$ cat config.mk
export PLATFORM = sky130hd
export DESIGN_NAME = ysyx_2022040010_div
export DESIGN_NICKNAME = d
export VERILOG_FILES = /design/src/rtl/ysyx_2022040010_div.sv
export SDC_FILE = /design/constraint.sdc
export NUM_CORES = 1
export LEC_CHECK = 0
export BUFFER_PORTS_ARGS = -buffer_cell sky130_fd_sc_hd__buf_4
export CORE_MARGIN = 2
export CORE_UTILIZATION = 39
export DETAILED_ROUTE_END_ITERATION = 8
export GPL_TIMING_DRIVEN = 0
export SYNTH_ARGS = -nofsm -noshare
export SYNTH_HDL_FRONTEND = slang
export SYNTH_SLANG_ARGS = --single-unit
$ cat constraint.sdc
create_clock -name clk -period 4.8 [get_ports clk]
set_input_delay 0.72 -clock clk [delete_from_list [all_inputs] [get_ports clk]]
set_output_delay 0.72 -clock clk [all_outputs]
set_load 0.02 [all_outputs]
$ cat src/rtl/ysyx_2022040010_div.sv
// Iterative radix-2 restoring divider for the RV64 M-extension divide/remainder ops.
// Handshake: accept on div_valid & div_ready, one-cycle div_over pulse with a held result.
module ysyx_2022040010_div #(
  parameter int XLEN = 64
) (
  input  logic            clk,
  input  logic            ret,
  input  logic            div_valid,
  input  logic            div_flush,
  input  logic            div_signed,
  input  logic            div_32,
  input  logic            sel_div_qr,
  input  logic [XLEN-1:0] ina,
  input  logic [XLEN-1:0] inb,
  output logic            div_ready,
  output logic            div_over,
  output logic [XLEN-1:0] div_result
);
  localparam int HALF = XLEN / 2;

  typedef enum logic [1:0] {IDLE, CALC, FIX, SPECIAL} state_t;

  state_t              state;
  logic [6:0]          cnt;
  logic [2*XLEN-1:0]   rq;       // {remainder, quotient} shift register
  logic [XLEN-1:0]     dvs;
  logic                q_sign;
  logic                r_sign;
  logic                sel_qr;
  logic                w32;

  logic [XLEN-1:0]     a_ext, b_ext, a_abs, b_abs, min_val;
  logic                a_neg, b_neg, b_zero, ovf;
  logic [2*XLEN-1:0]   sh;
  logic [XLEN:0]       diff;
  logic [2*XLEN-1:0]   iter_next;
  logic [XLEN-1:0]     q_fix, r_fix, pick, fin;
  logic [6:0]          n_last;

  // Operand preparation from the live inputs, used only on the acceptance edge.
  always_comb begin
    a_ext = ina;
    b_ext = inb;
    if (div_32) begin
      a_ext = div_signed ? {{HALF{ina[HALF-1]}}, ina[HALF-1:0]} : {{HALF{1'b0}}, ina[HALF-1:0]};
      b_ext = div_signed ? {{HALF{inb[HALF-1]}}, inb[HALF-1:0]} : {{HALF{1'b0}}, inb[HALF-1:0]};
    end
    a_neg   = div_signed & a_ext[XLEN-1];
    b_neg   = div_signed & b_ext[XLEN-1];
    a_abs   = a_neg ? -a_ext : a_ext;
    b_abs   = b_neg ? -b_ext : b_ext;
    min_val = div_32 ? {{(HALF+1){1'b1}}, {(HALF-1){1'b0}}} : {1'b1, {(XLEN-1){1'b0}}};
    b_zero  = (b_ext == '0);
    ovf     = div_signed & (a_ext == min_val) & (&b_ext);
  end

  // One restoring step; the 65-bit trial keeps the bit shifted out of the remainder.
  always_comb begin
    sh        = {rq[2*XLEN-2:0], 1'b0};
    diff      = {rq[2*XLEN-1], sh[2*XLEN-1:XLEN]} - {1'b0, dvs};
    iter_next = diff[XLEN] ? sh : {diff[XLEN-1:0], sh[XLEN-1:1], 1'b1};
  end

  always_comb begin
    q_fix  = q_sign ? -rq[XLEN-1:0] : rq[XLEN-1:0];
    r_fix  = r_sign ? -rq[2*XLEN-1:XLEN] : rq[2*XLEN-1:XLEN];
    pick   = sel_qr ? r_fix : q_fix;
    fin    = w32 ? {{HALF{pick[HALF-1]}}, pick[HALF-1:0]} : pick;
    n_last = w32 ? 7'(HALF) : 7'(XLEN);
  end

  always_ff @(posedge clk or negedge ret) begin
    if (!ret) begin
      state      <= IDLE;
      cnt        <= '0;
      rq         <= '0;
      dvs        <= '0;
      q_sign     <= 1'b0;
      r_sign     <= 1'b0;
      sel_qr     <= 1'b0;
      w32        <= 1'b0;
      div_ready  <= 1'b1;
      div_over   <= 1'b0;
      div_result <= '0;
    end else if (div_flush) begin
      state     <= IDLE;
      cnt       <= '0;
      div_ready <= 1'b1;
      div_over  <= 1'b0;
    end else begin
      case (state)
        IDLE: begin
          div_over  <= 1'b0;
          div_ready <= 1'b1;
          if (div_valid && div_ready) begin
            div_ready <= 1'b0;
            sel_qr    <= sel_div_qr;
            w32       <= div_32;
            dvs       <= b_abs;
            cnt       <= '0;
            if (b_zero || ovf) begin
              // Special results are parked in rq so SPECIAL shares the output path with FIX.
              state  <= SPECIAL;
              q_sign <= 1'b0;
              r_sign <= 1'b0;
              rq     <= b_zero ? {a_ext, {XLEN{1'b1}}} : {{XLEN{1'b0}}, a_ext};
            end else begin
              state  <= CALC;
              q_sign <= a_neg ^ b_neg;
              r_sign <= a_neg;
              rq     <= div_32 ? {{XLEN{1'b0}}, a_abs[HALF-1:0], {HALF{1'b0}}}
                               : {{XLEN{1'b0}}, a_abs};
            end
          end
        end
        CALC: begin
          // N iterations, then one drain cycle before the correction step.
          if (cnt == n_last) begin
            state <= FIX;
          end else begin
            rq  <= iter_next;
            cnt <= cnt + 7'd1;
          end
        end
        FIX, SPECIAL: begin
          div_result <= fin;
          div_over   <= 1'b1;
          state      <= IDLE;
        end
        default: state <= IDLE;
      endcase
    end
  end
endmodule

; ---- Word-level counts from Yosys, hierarchy flattened
; Index checks and enable logic that the tools add are counted.
; W data, S select, Z words.
[classes]
n_addsub = 6
n_mul = 0
n_div = 0
order_cmp = 0
n_eq_ne = 10
n_shift = 0
n_mux = 35
bitwise_logic = 6
n_reduce_logical = 15
[op_table]
columns = cell, n
row1 = $mux W64, 11
row2 = $mux W128, 5
row3 = $neg A64 Y64, 4
row4 = $pmux W128 S2, 1
row5 = $sub A65 B64 Y65, 1
row6 = $eq A64 B64 Y1, 1
row7 = $logic_not A64 Y1, 1
row8 = $reduce_and A64 Y1, 1
row9 = $mux W63, 1
row10 = $mux W7, 4
row11 = $pmux W7 S2, 1
row12 = $ne A3 B3 Y1 const B, 3
row13 = $mux W2, 4
row14 = $add A7 B1 Y7 const B, 1
row15 = $eq A7 B7 Y1, 1
row16 = $mux W1, 6
row17 = $pmux W2 S3, 1
row18 = $reduce_and A3 Y1, 2
row19 = $reduce_bool A3 Y1, 2
row20 = $and A1 B1 Y1, 4
row21 = $eq A2 B2 Y1 const B, 2
row22 = $ne A2 B2 Y1 const B, 2
row23 = $reduce_and A2 Y1, 2
row24 = $reduce_and A4 Y1, 1
row25 = 9 further kinds, 10
[totals]
ff_bits = 271
latch_bits = 0
mem_bits_rw = 0
rom_bits = 0
in_bits = 135
out_inout_bits = 66
wordCells = 83
n_memories = 0

; ---- Longest topological paths before layout
[logic_depth]
depth_word = 10
ltp_mapped = 16

; ---- Worst setup path after synthesis
; OpenSTA, ideal clock, no wires.
[synth_path]
kind = input port to flip-flop
from = input port ina[16]
to = register rq[57]
setup_time_ns = 0.083
t_arrival_ns = 3.823
t_required_ns = 4.717
path_slack_ns = 0.894
cell_stages = 11
cell_sequence = or4_1 clkbuf_1 or4_4 and4bb_2 nand2_1 or3_4 or4_4 o211a_1 a211oi_1 o22ai_1 o21ai_0
[synth_between]
elab_chain_len = 9
[synth_lines]
columns = item, line
row1 = from (decl), 13  ; input logic [XLEN-1:0] ina,
row2 = $mux W64, 45  ; a_ext = div_signed ? {{HALF{ina[HALF-1]}}, ina[HALF-1:0]} : {{HALF{1'b0}}, ina[HALF-1:0]};
row3 = $mux W64 *, 44  ; if (div_32) begin
row4 = branches (longest 4 deep; another with $neg A64 Y64), --
row5 = $mux W128 *, 101  ; if (b_zero || ovf) begin
row6 = $mux W128 *, 95  ; if (div_valid && div_ready) begin
row7 = $pmux W128 S2 *, 91  ; case (state)
row8 = to (signal assigned), 106  ; rq <= b_zero ? {a_ext, {XLEN{1'b1}}} : {{XLEN{1'b0}}, a_ext};
row9 = to (signal assigned), 111  ; rq <= div_32 ? {{XLEN{1'b0}}, a_abs[HALF-1:0], {HALF{1'b0}}}
row10 = to (signal assigned), 121  ; rq <= iter_next;
row11 = to (decl), 25  ; logic [2*XLEN-1:0] rq;
; Mark *: on every way between the ends. The select of a mux whose other input is x is not followed.
; A chain may end at the register's enable or synchronous reset.

; ---- Final worst setup path
[layout_path]
from = input port ina[31]
to = register rq[1]
[layout_between]
elab_chain_len = 9
[layout_lines]
columns = item, line
row1 = $mux W64, 45
row2 = $mux W64 *, 44
row3 = $eq A64 B64 Y1, 54  ; ovf = div_signed & (a_ext == min_val) & (&b_ext);
row4 = $and A1 B1 Y1 (2 in a row), 54
row5 = $logic_or A1 B1 Y1, 101
row6 = $mux W128 *, 101
row7 = $mux W128 *, 95
row8 = $pmux W128 S2 *, 91
; Every way passes the cells marked *; elsewhere a longest branch is shown, timed or not. The select of a mux whose other input is x is not followed.

==> results.md <==
* Run status: completed
* Top_reg_cell synth: sky130_fd_sc_hd__dfrtp_1
* Flip-flop and latch count after synthesis at 271
* R2R Setup Slk at 0.15 ns
* Mean routed wirelength per cell at 25.2 µm
* Number of buffers added by the clock tree synthesis step at 34
* Pin count of the biggest net entering global routing at 115
* Nature of the critical path endpoint: flop
* Number of different library cells in the post-synthesis netlist at 84
* Cell area after synthesis at 0.0232 mm²
* Synthesized-area fraction occupied by and/or/nand/nor cells at 0.219
* Compound-cell area share of the yosys netlist at 0.279
* Antenna-violating nets left at 0
* Post-route DRC violation count at 0
* Avg Vias per Cell at 5.98
* PostCTS Resize Cnt at 15
* Die boundary height at 248 µm
* Final instance area at 0.0269 mm²
* Crit-path max cell delay at 0.85 ns
* Fin Hold WS at 0.135 ns
* Number of enable flip-flop cells after synthesis at 0
* Max-cap violation count at 0
* Adder and majority gate portion of the synthesized area at 0.0391
* Antenna violations before repair at 4
* Overall track demand over capacity in global routing at 0.336
* Total die area at 0.0615 mm²
* Buffers inserted by post-CTS timing repair at 0
* Hold bufs inserted after CTS at 0
* Die outline width at 248 µm
* H-tree Lvls at 2
* Library cell contributing the largest single delay on the critical path: sky130_fd_sc_hd__nor4_1
* Total number of vias at 24900
* Buffers from clock root to sink, at most at 3
* Maximum ir drop on the vdd rail at 0.000342 V
* Worst flop-to-flop path endpoint: rq[126]
* HPWL after detailed placement at 85300 µm
* Sinks on the clock net at 271
* Cells along the critical path: clkbuf_1 -> or4bb_1 -> nor4_1 -> a41oi_1 -> or4_1 -> o21ai_0 -> nand2b_1 -> o21ai_0 -> a21oi_1 -> a211oi_1
* Global route total overflow at 0
* Minimum clock period after layout at 4.75 ns
* Count of buffers from port buffering at 193
* Initial DRT Pass Iterations at 5
* Wire length of the first global-routing pass at 153000 µm
* Register area share after synthesis at 0.292
* Final layout net count at 3578
* Xor/xnor share of the synthesized area at 0.110
* Async set or reset register ratio after synthesis at 1.00
* Boundary Pins at 201
* Synthesis-to-layout area growth at 15.8%
* Startpoint of the worst register-to-register path: rq[77]
* Area of the core region at 0.0589 mm²
* Areal power density over the cells at 547 mW/mm²
* Unrepaired setup endpoints after global routing: no
* Final setup violation count at 0
* Effective utilization at floorplan at 0.394
* Cell chosen for the clock root: sky130_fd_sc_hd__clkbuf_16
* Least-Margin Pin Slew at 1.27 ns
* Yosys synthesis warning count at 0
* Cells taking the most area after synthesis: sky130_fd_sc_hd__dfrtp_1 (29%), sky130_fd_sc_hd__o21ai_0 (9.3%), sky130_fd_sc_hd__a21oi_1 (6.5%)
* Class of the tightest hold or removal check: primary input to async pin
* Clock tree from TritonCTS: yes
* Final Wtd Congestion at 1.03
* Syn nets at 3349
* Number of cell rows at 89
* Avg Inst Size Synth at 7.39 µm²
* Number of hold violations in the final report at 0
* Type of origin of the critical path: primary input
* Post-placement cell area at 0.0257 mm²
* Number of instances in the synthesized netlist at 3142
* Post-route fraction of the period consumed by the critical path at 0.989
* Top cell by count, worst path: sky130_fd_sc_hd__o21ai_0
* Clock-pin slew on the worst setup and hold paths at 0.06 ns
* Proportion of layout cells with a drive suffix above 1 at 0.0955
* Iteration-0 DRC Markers at 2027
* Type of the worst setup path: primary input to flop
* Worst slew margin at 0.146
* Number of fill cells in the layout at 6213
* Dominant combinational cell family by area after synthesis: compound AO/OA/AOI/OAI gates
* Area of combinational cells with multiple inputs at 0.0153 mm²
* Path depth of the worst reg2reg path at 14
* Commonest cells in the netlist: sky130_fd_sc_hd__o21ai_0 (430), sky130_fd_sc_hd__nand2_1 (374), sky130_fd_sc_hd__a21oi_1 (302), sky130_fd_sc_hd__nor2_1 (289), sky130_fd_sc_hd__dfrtp_1 (270)
* Required time of the critical path at 5.21 ns
* Highest net fanout along the worst path at 10
* Worst skew pair latency at 0.57 ns
* Leak at 11.1 nW
* Number of buffers and inverters on the critical path at 1
* Timing-limited maximum frequency at 211 MHz
* Worst path top cell family by delay: simple AND/OR/NAND/NOR gates
* Total Wirelength at 105000 µm
* Cell with the most instances after synthesis: sky130_fd_sc_hd__o21ai_0
* Area share of the leading cell type in the synthesized netlist at 0.291
* Final Max Tran Viols at 0
* Setup Skew at 0.0341 ns
* Arrival time reported for the critical path endpoint at 5.15 ns
* Vias in the first global route at 23500
* Proportion of synthesized area in mux cells at 0.0101
* Biggest area consumer among synthesized cells: sky130_fd_sc_hd__dfrtp_1
* Register cell area after layout at 0.00678 mm²
==> cell usage in the layout, fill, tap and decap left out, types with 71 or more instances in the layout <==
cell                       Yosys  final
sky130_fd_sc_hd__xor2_1      123    123
sky130_fd_sc_hd__buf_4         0    192
sky130_fd_sc_hd__nand2_1     374    374
sky130_fd_sc_hd__ha_1         71     71
sky130_fd_sc_hd__inv_1        98     98
sky130_fd_sc_hd__nor3_1       80     80
sky130_fd_sc_hd__clkbuf_1    186    174
sky130_fd_sc_hd__xnor2_1     168    168
sky130_fd_sc_hd__dfrtp_1     270    269
sky130_fd_sc_hd__a21oi_1     302    302
sky130_fd_sc_hd__o21ai_0     430    430
sky130_fd_sc_hd__nor2_1      289    289
==> logic make-up (layout without fill, tap and decap cells) <==
group                      Yosys count  in the layout
xor gates and xnor gates           291            291
other                                0              2
buffers and inverters              309            559
muxes                               23             23
adders and majority gates           72             72
DFF                                271            271
and+or+nand+nor                   1079           1079
AOI/OAI and AO/OA                 1097           1097
==> worst reg2reg max path, cell delays in order (launching register included) <==
cell	delay (ns)
sky130_fd_sc_hd__dfrtp_1	0.53
sky130_fd_sc_hd__ha_1	0.48
sky130_fd_sc_hd__nand2_1	0.16
sky130_fd_sc_hd__o21a_1	0.22
sky130_fd_sc_hd__a2111oi_0	0.44
sky130_fd_sc_hd__o41a_1	0.33
sky130_fd_sc_hd__o2111ai_2	0.25
sky130_fd_sc_hd__a311oi_2	0.46
sky130_fd_sc_hd__or4_1	0.21
sky130_fd_sc_hd__nand3_1	0.20
sky130_fd_sc_hd__clkbuf_2	0.27
sky130_fd_sc_hd__clkbuf_2	0.32
sky130_fd_sc_hd__a221oi_2	0.41
sky130_fd_sc_hd__a21oi_1	0.10
sky130_fd_sc_hd__a21oi_1	0.17
==> area by class of cell <==
type                    count  share of cell area
flip-flops and latches    271               0.252
inverters                 101              0.0141
clock buffers              46              0.0378
well taps                 773              0.0360
diodes                      2            0.000186
multi-input cells        2562               0.570
repair buffers            195              0.0562
clock inverters            11             0.00363
plain buffers             206              0.0303
==> metrics by stage <==
| stage | cells | setup WS, ns | total power, mW | utilization | setup TNS (ns) |
|---|---|---|---|---|---|
| 6_report | 4167 | 0.0532 | 14.7 | 0.457 | 0 |
| 4_1_cts | 4166 | 0.0377 | 14.5 | 0.456 | 0 |
| 2_1_floorplan | 3142 | 0.894 | 9.12 | - | 0 |
| 5_1_grt | 4166 | 0.0377 | 15.7 | 0.456 | 0 |
| 3_5_place_dp | 4110 | -1.83 | 11.8 | 0.436 | -97.68 |
| 3_3_place_gp | 4108 | -1.91 | 11.8 | 0.435 | -96.17 |
==> how the worst max path moves through the flow <==
stage,start,endpoint,slack [ns],cells past startpoint
2_1_floorplan,ina[16],rq[57],0.89,11
3_3_place_gp,div_32,q_sign,-1.91,12
3_5_place_dp,div_32,q_sign,-1.83,12
4_1_cts,inb[6],rq[114],0.04,12
5_1_grt,rq[96],rq[122],0.04,15
6_report,ina[31],rq[1],0.05,10
==> power by group <==
group          leakage [nW]  internal [mW]  switching, mW
Clock                 0.561           1.54           1.09
Sequential             3.50           2.75           1.11
Combinational          7.03           3.04           5.18
Total                  11.1           7.33           7.37
==> state kept, by name (all words and copies together), names as in the netlist <==
register,count
rq,128
div_result,64
dvs,64
cnt,7
state,2
div_over,1
div_ready,1
q_sign,1
r_sign,1
sel_qr,1
w32,1
==> routing by layer <==
| layer | GRT usage | share of wire | routed length, µm | up-vias |
|---|---|---|---|---|
| met5 | 0 | 0.00016 | 17 | - |
| met4 | 0.172 | 0.057 | 5950 | 2 |
| met3 | 0.0468 | 0.074 | 7810 | 269 |
| met2 | 0.532 | 0.44 | 46400 | 1184 |
| met1 | 0.448 | 0.43 | 44700 | 11700 |
| li1 | - | - | - | 11800 |
(Power assumes the default switching activity.)
